==> src/rtl/cache_cwf.sv <==
// Direct-mapped read-only cache with critical-word-first line fill.
// Per-word valids allow hits on already-arrived words while a fill runs.
module cache_cwf #(
  parameter int AW      = 32,
  parameter int LINE_W  = 4,
  parameter int INDEX_W = 4,
  parameter int CNT_W   = 32
) (
  input  logic             clk,
  input  logic             rst,
  input  logic             cpu_valid,
  output logic             cpu_ready,
  input  logic [AW-1:0]    cpu_addr,
  input  logic [1:0]       cpu_size,
  output logic [31:0]      cpu_rdata,
  input  logic             flush,
  output logic             busy,
  output logic             mem_valid,
  input  logic             mem_ready,
  output logic [AW-1:0]    mem_addr,
  output logic [1:0]       mem_size,
  input  logic [31:0]      mem_rdata,
  output logic [CNT_W-1:0] hit_cnt,
  output logic [CNT_W-1:0] miss_cnt
);

  localparam int WW    = LINE_W - 2;
  localparam int TW    = AW - LINE_W - INDEX_W;
  localparam int LINES = 1 << INDEX_W;
  localparam int WORDS = 1 << WW;
  localparam int DW    = INDEX_W + WW;

  typedef enum logic {IDLE, FILL} state_e;

  state_e             state_q, state_d;
  logic [WW-1:0]      cnt_q, cnt_d;
  logic [WW-1:0]      crit_q;
  logic [TW-1:0]      fill_tag_q;
  logic [INDEX_W-1:0] fill_idx_q;
  logic               flush_pend_q, flush_pend_d;
  logic [CNT_W-1:0]   hit_cnt_q, hit_cnt_d;
  logic [CNT_W-1:0]   miss_cnt_q, miss_cnt_d;

  logic [TW-1:0]      tag_q    [LINES];
  logic [WORDS-1:0]   wvalid_q [LINES];
  logic [31:0]        data_q   [1 << DW];

  logic [TW-1:0]      a_tag;
  logic [INDEX_W-1:0] a_idx;
  logic [WW-1:0]      a_wrd;
  logic [WW-1:0]      cnt_nx;
  logic               hit;
  logic               miss_act;
  logic               crit_beat;
  logic               fill_beat;
  logic               last_beat;
  logic               flush_clr;
  logic               hit_inc;
  logic               miss_inc;

  function automatic logic [31:0] fmt(
    input logic [31:0] w,
    input logic [1:0]  off,
    input logic [1:0]  sz
  );
    logic [7:0]  b;
    logic [15:0] h;
    b = w[{off, 3'b000} +: 8];
    h = off[1] ? w[31:16] : w[15:0];
    case (sz)
      2'b00:   fmt = {{24{b[7]}}, b};
      2'b01:   fmt = {{16{h[15]}}, h};
      default: fmt = w;
    endcase
  endfunction

  assign a_tag = cpu_addr[AW-1:LINE_W+INDEX_W];
  assign a_idx = cpu_addr[LINE_W+INDEX_W-1:LINE_W];
  assign a_wrd = cpu_addr[LINE_W-1:2];
  assign cnt_nx = cnt_q + WW'(1);

  assign hit = (tag_q[a_idx] == a_tag) && wvalid_q[a_idx][a_wrd];
  assign miss_act  = (state_q == IDLE) && cpu_valid && !hit;
  assign crit_beat = miss_act && mem_ready;
  assign fill_beat = (state_q == FILL) && mem_ready;
  assign last_beat = fill_beat && (cnt_nx == crit_q);

  // A flush raised while a miss or fill is active waits for the fill end
  assign flush_clr =
    ((state_q == IDLE) && !miss_act && (flush || flush_pend_q)) ||
    (last_beat && (flush || flush_pend_q));
  assign flush_pend_d = flush_clr ? 1'b0 : (flush_pend_q | flush);

  assign hit_inc  = cpu_valid && cpu_ready && hit;
  assign miss_inc = crit_beat;
  assign hit_cnt_d  = hit_cnt_q + CNT_W'(hit_inc && !(&hit_cnt_q));
  assign miss_cnt_d = miss_cnt_q + CNT_W'(miss_inc && !(&miss_cnt_q));

  assign busy     = (state_q == FILL) | flush_pend_q;
  assign mem_size = 2'b10;
  assign hit_cnt  = hit_cnt_q;
  assign miss_cnt = miss_cnt_q;

  always_comb begin
    cpu_ready = 1'b0;
    cpu_rdata = '0;
    mem_valid = 1'b0;
    mem_addr  = '0;
    if (!rst) begin
      if (cpu_valid && hit) begin
        cpu_ready = 1'b1;
        cpu_rdata = fmt(data_q[{a_idx, a_wrd}], cpu_addr[1:0], cpu_size);
      end else if (miss_act) begin
        mem_valid = 1'b1;
        mem_addr  = {cpu_addr[AW-1:2], 2'b00};
        cpu_ready = mem_ready;
        if (mem_ready) begin
          cpu_rdata = fmt(mem_rdata, cpu_addr[1:0], cpu_size);
        end
      end
      if (state_q == FILL) begin
        mem_valid = 1'b1;
        mem_addr  = {fill_tag_q, fill_idx_q, cnt_q, 2'b00};
      end
    end
  end

  always_comb begin
    state_d = state_q;
    cnt_d   = cnt_q;
    case (state_q)
      IDLE: begin
        if (crit_beat) begin
          state_d = FILL;
          cnt_d   = a_wrd + WW'(1);
        end
      end
      FILL: begin
        if (fill_beat) cnt_d = cnt_nx;
        if (last_beat) state_d = IDLE;
      end
      default: state_d = IDLE;
    endcase
  end

  always_ff @(posedge clk or posedge rst) begin
    if (rst) begin
      state_q      <= IDLE;
      cnt_q        <= '0;
      crit_q       <= '0;
      fill_tag_q   <= '0;
      fill_idx_q   <= '0;
      flush_pend_q <= 1'b0;
      hit_cnt_q    <= '0;
      miss_cnt_q   <= '0;
    end else begin
      state_q      <= state_d;
      cnt_q        <= cnt_d;
      flush_pend_q <= flush_pend_d;
      hit_cnt_q    <= hit_cnt_d;
      miss_cnt_q   <= miss_cnt_d;
      if (crit_beat) begin
        crit_q     <= a_wrd;
        fill_tag_q <= a_tag;
        fill_idx_q <= a_idx;
      end
    end
  end

  always_ff @(posedge clk or posedge rst) begin
    if (rst) begin
      for (int i = 0; i < LINES; i++) begin
        tag_q[i]    <= '0;
        wvalid_q[i] <= '0;
      end
    end else begin
      if (miss_act) tag_q[a_idx] <= a_tag;
      if (flush_clr) begin
        for (int i = 0; i < LINES; i++) wvalid_q[i] <= '0;
      end else begin
        if (miss_act) begin
          wvalid_q[a_idx] <= '0;
          if (mem_ready) wvalid_q[a_idx][a_wrd] <= 1'b1;
        end
        if (fill_beat) wvalid_q[fill_idx_q][cnt_q] <= 1'b1;
      end
    end
  end

  always_ff @(posedge clk) begin
    if (crit_beat) data_q[{a_idx, a_wrd}] <= mem_rdata;
    if (fill_beat) data_q[{fill_idx_q, cnt_q}] <= mem_rdata;
  end

endmodule

==> config.mk <==
export PLATFORM = sky130hd
export DESIGN_NAME = cache_cwf
export DESIGN_NICKNAME = d
export VERILOG_FILES = /design/src/rtl/cache_cwf.sv
export SDC_FILE = /design/constraint.sdc
export NUM_CORES = 2
export LEC_CHECK = 0
export CAP_MARGIN = 20
export CORE_UTILIZATION = 35
export CTS_CLUSTER_DIAMETER = 200
export CTS_CLUSTER_SIZE = 28
export DETAILED_ROUTE_END_ITERATION = 7
export SYNTH_ARGS = -nofsm -noshare
export SYNTH_HDL_FRONTEND = slang
export SYNTH_SLANG_ARGS = --single-unit
export TNS_END_PERCENT = 100
==> constraint.sdc <==
create_clock -name clk -period 42 [get_ports clk]
set_input_delay 4.2 -clock clk [delete_from_list [all_inputs] [get_ports clk]]
set_output_delay 4.2 -clock clk [all_outputs]
set_load 0.02 [all_outputs]
==> results.sh <==
export IMPL_seq_area_frac_synth=0.7112
export IMPL_crit_family="simple AND/OR/NAND/NOR gates"
export IMPL_syn_area_per_cell_um2=18.94
export IMPL_dieArea_mm2=0.3041
export IMPL_arrival_ns=10.79
export IMPL_die_width_um=551.5
export IMPL_drc=0
export IMPL_synth_cells=5580
export IMPL_fillerInstances=26900
export IMPL_post_dp_hpwl_um=195600
export IMPL_path_clk_slew_ns=0.12
export IMPL_synth_commonest_cells="edfxtp_1 (2048), mux4_2 (630), dfrtp_1 (546)"
export IMPL_power_switching_mw=1.359
export IMPL_r2r_cells=19
export IMPL_rr_startpoint="tag_q[59]$_DFFE_PP0P_"
export IMPL_utilization=0.3871
export IMPL_clockBufferDepth=3
export IMPL_synth_top_cell_area_share=0.5819
export IMPL_grt_overflow=0
export IMPL_startpoint="cpu_addr[5]"
export IMPL_wl_um=338500
export IMPL_synth_flop_cell="edfxtp_1"
export IMPL_setup_tns_ns=0
export IMPL_maxCapViolCount=0
export IMPL_ys_warn_count=0
export IMPL_drv_slew=0
export IMPL_p_leak_nw=38.55
export IMPL_num_rows=201
export IMPL_slowest_delay_ns=0.86
export IMPL_crit_path_start_kind="input port"
export IMPL_cts_root_buffer="clkbuf_16"
export IMPL_worstMarginPinSlew_ns=1.198
export IMPL_drtPass1Iterations=6
export IMPL_status="finished clean"
export IMPL_initial_core_util=0.3522
export IMPL_fmax_mhz=66.69
export IMPL_final_antenna_net_count=0
export IMPL_hold_viol=0
export IMPL_postCtsSetupBuffers=0
export IMPL_critPathMaxFanout=58
export IMPL_grt_total_usage=0.2199
export IMPL_yosys_area_top_type="edfxtp_1"
export IMPL_power_frac_clock=0.242
export IMPL_grt_pass1_wl_um=466400
export IMPL_synth_seq_cells=2594
export IMPL_synth_area_mm2=0.1057
export IMPL_clk_latency_ns=0.84
export IMPL_via_per_inst=6.016
export IMPL_fin_skew_ns=0.1101
export IMPL_pwr_share_comb=0.156
export IMPL_grt_pass1_vias=57090
export IMPL_period_share=0.3570
export IMPL_path_cells="clkbuf_8 > buf_4 > nand3b_1 > a211oi_1 > or4_1 > o22ai_1 > or4_1 > o2111a_1 > nand3_1 > nor2_1 > a211oi_1 > buf_4 > clkdlybuf4s50_1"
export IMPL_crit_end="cpu_rdata[14]"
export IMPL_worstPathRequired_ns=37.80
export IMPL_rr_endpoint="hit_cnt[30]$_DFF_PP0_"
export IMPL_port_buffers=199
export IMPL_layout_drive_gt1_share=0.2653
export IMPL_cp_num_cells=13
export IMPL_gp_congestion=0.9078
export IMPL_rsz0062_at_grt="false"
export IMPL_antenna_found_initial=17
export IMPL_vias=58480
export IMPL_final_nets=5812
export IMPL_async_flop_share=0.2105
export IMPL_power_density_mw_per_mm2=44.48
export IMPL_cts_sinks=2594
export IMPL_slew_headroom=0.2011
export IMPL_vdd_ir_drop_max_uv=41.99
export IMPL_synth_edf_count=2048
export IMPL_worst_path_buf_inv=4
export IMPL_chipHeight_um=551.5
export IMPL_cts_resized=0
export IMPL_htreeDepth=3
export IMPL_cts_tree="built"
export IMPL_core_area_mm2=0.3000
export IMPL_area_growth_pct=9.895
export IMPL_end_kind="output pin"
export IMPL_critPathKind="in2out"
export IMPL_cp_slowest_cell="nand3b_1"
export IMPL_netSwitchingFraction=0.2631
export IMPL_finalSetupViolations=0
export IMPL_drt_iter0_drc=9242
export IMPL_seqPwrFrac=0.601
export IMPL_synth_most_common_cell="edfxtp_1"
export IMPL_min_period_ns=14.99
export IMPL_yosysUniqueCellTypes=85
export IMPL_synth_area_top_cells="edfxtp_1 (58%), mux4_2 (13%), dfrtp_1 (13%)"
export IMPL_ctsHoldBuffers=0
export IMPL_hp_class="reg2reg"
export IMPL_intPower_mw=3.806
export IMPL_cts_buffers=103
export IMPL_grt_max_degree=177
export IMPL_io_pins=204
export IMPL_r2r_slack_ns=34.87
export IMPL_wl_per_cell_um=34.82
## stage by stage
step	cells	power [mW]	instance area (um2)	setup slack (ns)	hold WS, ns
floorplan	5582	3.647	105700	20.77	0.4587
global placement	9567	3.930	113000	26.76	0.4688
detailed placement	9575	3.961	113100	27.13	0.4767
CTS	9706	5.175	116000	27.12	0.5008
global route	9714	5.330	116100	26.68	0.5200
finish	9721	5.165	116100	27.01	0.4969
## how the worst min path moves through the flow
stage	slack (ns)	end	depth (start not counted)	from
2_1_floorplan	0.46	tag_q[124]$_DFFE_PP0P_	1	tag_q[124]$_DFFE_PP0P_
3_5_place_dp	0.48	hit_cnt[14]$_DFF_PP0_	1	hit_cnt[14]$_DFF_PP0_
5_1_grt	0.52	hit_cnt[14]$_DFF_PP0_	1	hit_cnt[14]$_DFF_PP0_
3_3_place_gp	0.47	tag_q[77]$_DFFE_PP0P_	1	tag_q[77]$_DFFE_PP0P_
6_report	0.50	hit_cnt[12]$_DFF_PP0_	1	hit_cnt[12]$_DFF_PP0_
4_1_cts	0.50	hit_cnt[14]$_DFF_PP0_	1	hit_cnt[14]$_DFF_PP0_
## power groups by stage
| stage | Clock, mW | Combinational (mW) | Sequential [mW] |
|---|---|---|---|
| 2_1_floorplan | 0 | 0.525 | 3.12 |
| 3_5_place_dp | 0 | 0.800 | 3.16 |
| 5_1_grt | 1.35 | 0.853 | 3.13 |
| 6_report | 1.25 | 0.807 | 3.11 |
| 4_1_cts | 1.27 | 0.802 | 3.10 |
| 3_3_place_gp | 0 | 0.780 | 3.15 |
## state kept, by name, summed over array words and instances (netlist names)
name / count
fill_idx_q: 4
hit_cnt: 32
flush_pend_q: 1
crit_q: 2
state_q: 1
miss_cnt: 32
fill_tag_q: 24
data_q: 2048
cnt_q: 2
wvalid_q: 64
tag_q: 384
## placed cells by master (no fill, tap or decap), types with 35 or more instances in the layout
| master | count |
|---|---|
| dfrtp_1 | 545 |
| nor2_1 | 149 |
| clkdlybuf4s50_1 | 159 |
| mux2i_1 | 116 |
| mux4_2 | 630 |
| nor2_4 | 65 |
| mux2_2 | 391 |
| nand2_1 | 165 |
| nand4_1 | 35 |
| o21ai_0 | 70 |
| edfxtp_1 | 2048 |
| a22oi_1 | 161 |
| nor3_1 | 98 |
| xnor2_1 | 63 |
| clkbuf_16 | 104 |
| a211oi_1 | 81 |
| nand3_1 | 81 |
| xor2_1 | 36 |
| buf_2 | 36 |
| buf_4 | 214 |
| a21oi_1 | 79 |
## per-layer routing
layer	share of wire	routed length (um)	track usage
met4	0.052	17470	0.09612
met5	0	0	0
met2	0.46	156200	0.3465
met3	0.099	33570	0.03888
met1	0.39	131200	0.2994
## cell families (layout without fill, tap and decap cells)
family | Yosys count | count (layout) | synth area share
buffers and inverters | 410 | 583 | 0.01820
AND/OR/NAND/NOR | 725 | 725 | 0.03335
XOR/XNOR | 99 | 99 | 0.008205
AO/OA/AOI/OAI | 580 | 580 | 0.03837
multiplexers | 1158 | 1158 | 0.1892
flip-flops | 2594 | 2594 | 0.7112
adder cells (fa/ha/maj) | 12 | 12 | 0.001421
other | 2 | 12 | 0.00007106
## cell type report
class                   instances  area [um2]  share of cell area
clock buffers                 123        2674             0.02302
flip-flops and latches       2594       75160              0.6472
multi-input cells            2578       29300              0.2523
clock inverters                 8       188.9            0.001627
diodes                          8       20.02           0.0001724
inverters                      23       98.84           0.0008511
well taps                    3958        4952             0.04264
repair buffers                429        3735             0.03216
(Power assumes the default switching activity.)
